`src/rtl/array_result_wr.sv`:
```
// Writeback stage: buffers accumulator results and issues one cache-line write per result.
// States: IDLE = waiting for start | RUN = capture and issue | DRAIN = awaiting acks | DONE = job complete
module array_result_wr #(
    parameter int CACHE_WIDTH = 512,
    parameter int ADDR_WIDTH  = 42,
    parameter int FIFO_DEPTH  = 4
) (
    input  logic                   clk,
    input  logic                   rst,
    input  logic                   start,
    input  logic [ADDR_WIDTH-1:0]  base_addr,
    input  logic [31:0]            num_results,
    input  logic [CACHE_WIDTH-1:0] res_data,
    input  logic                   res_valid,
    input  logic                   wr_almfull,
    output logic                   wr_valid,
    output logic [ADDR_WIDTH-1:0]  wr_addr,
    output logic [CACHE_WIDTH-1:0] wr_data,
    output logic [15:0]            wr_mdata,
    input  logic                   wr_rsp_valid,
    output logic                   busy,
    output logic                   done,
    output logic                   overflow
);

    localparam int PW = $clog2(FIFO_DEPTH);
    localparam int CW = PW + 1;

    typedef enum logic [1:0] {S_IDLE, S_RUN, S_DRAIN, S_DONE} state_t;

    state_t                 state_q, state_d;
    logic [ADDR_WIDTH-1:0]  base_q;
    logic [31:0]            num_q, pushed_q, issued_q, acked_q;
    logic [CACHE_WIDTH-1:0] mem_q [FIFO_DEPTH];
    logic [PW-1:0]          wptr_q, rptr_q;
    logic [CW-1:0]          count_q;
    logic                   wr_valid_q, done_q, overflow_q;
    logic [ADDR_WIDTH-1:0]  wr_addr_q;
    logic [CACHE_WIDTH-1:0] wr_data_q;
    logic [15:0]            wr_mdata_q;

    logic start_acc, fifo_full, push_req, push, pop, drop, ack;

    always_comb begin
        start_acc = start && (state_q == S_IDLE || state_q == S_DONE);
        fifo_full = (count_q == CW'(FIFO_DEPTH));
        push_req  = (state_q == S_RUN) && res_valid && (pushed_q < num_q);
        pop       = (state_q == S_RUN) && (count_q != '0) && !wr_almfull && (issued_q < num_q);
        // A pop in the same cycle frees the slot, so a push on a full FIFO still lands.
        push      = push_req && (!fifo_full || pop);
        drop      = push_req && fifo_full && !pop;
        ack       = (state_q == S_RUN || state_q == S_DRAIN) && wr_rsp_valid && (acked_q < num_q);

        state_d = state_q;
        case (state_q)
            S_IDLE, S_DONE: if (start) state_d = (num_results == 32'd0) ? S_DONE : S_RUN;
            S_RUN:          if (issued_q == num_q) state_d = S_DRAIN;
            S_DRAIN:        if (acked_q == num_q) state_d = S_DONE;
            default:        state_d = S_IDLE;
        endcase
    end

    always_ff @(posedge clk) begin
        if (rst) begin
            state_q    <= S_IDLE;
            base_q     <= '0;
            num_q      <= '0;
            pushed_q   <= '0;
            issued_q   <= '0;
            acked_q    <= '0;
            wptr_q     <= '0;
            rptr_q     <= '0;
            count_q    <= '0;
            wr_valid_q <= 1'b0;
            wr_addr_q  <= '0;
            wr_data_q  <= '0;
            wr_mdata_q <= '0;
            done_q     <= 1'b0;
            overflow_q <= 1'b0;
        end else begin
            state_q    <= state_d;
            wr_valid_q <= pop;
            if (start_acc) begin
                base_q     <= base_addr;
                num_q      <= num_results;
                pushed_q   <= '0;
                issued_q   <= '0;
                acked_q    <= '0;
                wptr_q     <= '0;
                rptr_q     <= '0;
                count_q    <= '0;
                done_q     <= 1'b0;
                overflow_q <= 1'b0;
            end else begin
                if (push) begin
                    wptr_q   <= wptr_q + PW'(1);
                    pushed_q <= pushed_q + 32'd1;
                end
                if (pop) begin
                    rptr_q     <= rptr_q + PW'(1);
                    issued_q   <= issued_q + 32'd1;
                    wr_addr_q  <= base_q + ADDR_WIDTH'(issued_q);
                    wr_data_q  <= mem_q[rptr_q];
                    wr_mdata_q <= issued_q[15:0];
                end
                count_q <= count_q + CW'(push) - CW'(pop);
                if (ack) acked_q <= acked_q + 32'd1;
                if (drop) overflow_q <= 1'b1;
                if (state_q == S_DONE) done_q <= 1'b1;
            end
        end
    end

    always_ff @(posedge clk) begin
        if (push) mem_q[wptr_q] <= res_data;
    end

    assign wr_valid = wr_valid_q;
    assign wr_addr  = wr_addr_q;
    assign wr_data  = wr_data_q;
    assign wr_mdata = wr_mdata_q;
    assign busy     = (state_q == S_RUN) || (state_q == S_DRAIN);
    assign done     = done_q;
    assign overflow = overflow_q;

endmodule

```
`config.mk`:
```
export PLATFORM = sky130hd
export DESIGN_NAME = array_result_wr
export DESIGN_NICKNAME = d
export VERILOG_FILES = /design/src/rtl/array_result_wr.sv
export SDC_FILE = /design/constraint.sdc
export NUM_CORES = 2
export LEC_CHECK = 0
export BUFFER_PORTS_ARGS = -buffer_cell sky130_fd_sc_hd__buf_2
export CAP_MARGIN = 20
export CORE_ASPECT_RATIO = 0.75
export CORE_UTILIZATION = 42
export CTS_BUF_LIST = sky130_fd_sc_hd__clkbuf_2 sky130_fd_sc_hd__clkbuf_4 sky130_fd_sc_hd__clkbuf_8
export CTS_CLUSTER_DIAMETER = 40
export DETAILED_ROUTE_END_ITERATION = 7
export SETUP_SLACK_MARGIN = 0.05
export SYNTH_ARGS = -nofsm -noshare
export SYNTH_HDL_FRONTEND = slang
export SYNTH_SLANG_ARGS = --single-unit
```
`constraint.sdc`:
```
create_clock -name clk -period 17.02 [get_ports clk]
set_input_delay 1.702 -clock clk [delete_from_list [all_inputs] [get_ports clk]]
set_output_delay 1.702 -clock clk [all_outputs]
set_load 0.02 [all_outputs]
```
==> metrics.yaml <==
floorplan:
  die_x_um: 578
  ios: 1166
  core.rowCount: 158
  start_util_pct: 42.2
  dieArea_um2: 250000
  core-area_um2: 247000
  die_h_um: 434
placed_design:
  hpwlAfterDp_mm: 193
  place_congestion: 0.878
  pre_cts_slack_ps: 9160
  io_buffers: 1165
timing:
  clock-skew-final_ps: 87.5
  max_freq_mhz: 142
  setup_ws_ps: 9990
  min_period_over_period_pct: 41.3
  holdWs_ps: 449
  setup_viol: 0
  fin_crit_ps: 7030
  hold_violations: 0
  rsz0062_at_grt: "false"
  setup_tns_ps: 0
  tightest_slew_ps: 1330
  maxSlewHeadroom_pct: 11.1
  drv_slew: 0
drt:
  viasPerCell: 5.35
  dr.pass1.iters: 6
  wire_per_inst_um: 25.4
  drtIter0Drc: 4643
  wirelength_mm: 297
  ant_nets: 0
  route.detailed.drc: 0
  vias: 62400
worst_setup_path:
  start_kind: "register"
  arrival_ps: 7650
  crit_path_end_kind: "register"
  crit_chain: "inv_1, ha_1, a21oi_1, nor2b_1, a2111oi_2, o31ai_1, o21ai_2, a21oi_2, buf_4, nor2_1, and2_4, buf_4, buf_4, buf_4, buf_4"
  r2r_end: "mem_q[3][314]"
  startpoint: "num_q[10]"
  critPathKind: "reg2reg"
  crit_slowest_cell: "buf_4"
  cpMostUsedCell: "buf_4"
  cp-endpoint: "mem_q[3][314]"
  r2r_slack_ps: 9990
  reg2regPathDepth: 15
  regToRegStartpoint: "num_q[10]"
  slowest_delay_ps: 870
  path_max_fanout: 63
  critPathRequiredTime_ps: 17630
power_and_ir_drop:
  powerDensity_nw_per_um2: 130
  vdd_drop_max_mv: 0.109
  p_leak_nw: 42.5
yosys:
  synth_top_family_by_area: "multiplexers"
  yosysUniqueCellTypes: 64
  synth_top_area_share_pct: 58.9
  synth_flop_cell: "edfxtp_1"
  syn_inst: 6612
  ys_warn_count: 0
  synth_area_um2: 104000
  synth.area.mux_share_pct: 11.1
  synth_xor_area_share_pct: 0.806
  yosys-top-cells-area: "edfxtp_1 59%, dfxtp_1 14%, mux4_2 11%"
  synth_seq_cells: 2800
  yosys.area_share.simple_pct: 6.83
  syn_avg_cell_area_um2: 15.8
  async_flop_share_pct: 0
  synth_nets: 7345
  ys_seq_area_share_pct: 73.4
  synthAdderAreaFrac_pct: 1.70
  synth_compound_area_share_pct: 4.62
  synth_edf_count: 2048
  yosysTopAreaCell: "edfxtp_1"
flow_run:
  cap_violations: 0
clocking:
  clockRootBuffer: "clkbuf_8"
  clk_pin_slew_worst_paths_ps: 60
  clock-sinks: 2800
  cts_tree: "yes"
  cts_setup_buffers: 0
  cts_buffers: 445
  clock_latency_ps: 1010
  cts_max_path_buffers: 4
  post_cts_resized: 0
  cts_htree_levels: 5
  cts_hold_buf: 0
worst_hold_path:
  hold_path.class: "reg2reg"
grt:
  grt_pass1_vias: 61100
  grt_max_degree: 168
  grt_first_pass_wirelength_mm: 422
  grt.total_usage_pct: 23.1
  antenna_found_initial: 187
  gr-total-overflow: 0
finish:
  drive_above_1_share_pct: 31.0
  area_delta_synth_final_pct: 18.5
  finalNetCount: 8670
  fin_util_pct: 50.1
  fill_cells: 20900
outcome:
  status: "complete, no violations"
-- report_power, final --
| group | internal, W | total (W) | switching [W] |
|---|---|---|---|
| clock | 0.00350 | 0.00618 | 0.00268 |
| combinational | 0.000616 | 0.00177 | 0.00115 |
| sequential | 0.00796 | 0.00811 | 0.000155 |
-- final cells by class --
type / count / area [µm²] / area share [%]
timing repair buffer: 1240 / 6600 / 5.33
sequential: 2800 / 76600 / 61.9
inverter: 77 / 289 / 0.234
clock buffer: 709 / 8610 / 6.96
tap: 3280 / 4100 / 3.32
antenna: 75 / 188 / 0.152
clock inverter: 120 / 1180 / 0.953
multi-input combinational: 3373 / 26200 / 21.1
-- per-layer routing --
metal / global-route usage [%] / routed length (µm)
met2: 37.2 / 142000
met3: 6.83 / 23400
met1: 28.9 / 117000
met5: 0 / 573
met4: 10.2 / 13300
-- sequential cells by signal (all words and copies together), names as in the netlist, 2 cells and up --
| signal | cells |
|---|---|
| acked_q | 32 |
| num_q | 32 |
| pushed_q | 32 |
| issued_q | 32 |
| mem_q | 2048 |
| rptr_q | 2 |
| state_q | 2 |
| wr_addr | 42 |
| wr_data | 512 |
| count_q | 3 |
| base_q | 42 |
| wptr_q | 2 |
| wr_mdata | 16 |
-- cell usage after synthesis (all sizes together) (5+ instances only) --
library cell,count
nor3,37
o21ai,60
a21o,32
clkbuf,322
nand2b,9
ha,139
nor2b,11
or4,10
edfxtp,2048
nor2,121
or3,33
o211ai,5
a211oi,15
xnor2,73
dfxtp,752
buf,40
and3,20
nor4,30
o21a,9
xor2,23
o31ai,7
a311oi,5
and4,8
and2,12
a31oi,14
inv,77
nand4,40
mux4,512
a21oi,725
nand2,1332
nand3,48
-- kinds of logic after synthesis --
family / after synthesis
DFF: 2800
and+or+nand+nor: 1723
AOI/OAI and AO/OA: 900
xor gates and xnor gates: 96
muxes: 513
buffers and inverters: 439
adders and majority gates: 141
-- critical path, delay by kind of cell, from the launching register on --
| family | cells | cell delay (ps) |
|---|---|---|
| flops | 1 | 320 |
| fa+ha+maj | 1 | 300 |
| simple gates | 3 | 1540 |
| compound gates | 5 | 1030 |
| buf+inv | 6 | 3300 |
-- placed cells by master, fill, tap and decap left out, drive strengths merged, types with 5 or more instances in the layout --
cell type	synthesis	final
edfxtp	2048	2048
nand2	1332	1332
buf	40	1240
dfxtp	752	752
a21oi	725	725
clkbuf	322	709
mux4	512	512
ha	139	139
nor2	121	121
inv	77	96
diode	0	75
xnor2	73	73
clkinv	0	64
o21ai	60	60
nand3	48	48
nand4	40	40
nor3	37	37
or3	33	33
a21o	32	32
nor4	30	30
xor2	23	23
and3	20	20
clkinvlp	0	19
bufinv	0	18
a211oi	15	15
a31oi	14	14
and2	12	12
nor2b	11	11
or4	10	10
o21a	9	9
nand2b	9	9
and4	8	8
o31ai	7	7
o211ai	5	5
a311oi	5	5
-- how the worst min path moves through the flow --
stage / start / endpoint / depth (start not counted)
3_3_place_gp: wr_data[427] / wr_data[427] / 2
2_1_floorplan: num_q[10] / num_q[10] / 2
4_1_cts: wr_addr[32] / wr_addr[32] / 2
6_report: wr_mdata[7] / wr_mdata[7] / 2
3_5_place_dp: wr_addr[32] / wr_addr[32] / 2
5_1_grt: wr_data[278] / wr_data[278] / 2
-- per-stage QoR --
stage               std cells  total power, W  cell area [µm²]
global route            11600          0.0167           124000
detailed placement      10800          0.0100           114000
CTS                     11600          0.0162           123000
finish                  11700          0.0161           124000
global placement        10800          0.0100           114000
floorplan                6612         0.00963           104000
(Power assumes the default switching activity.)
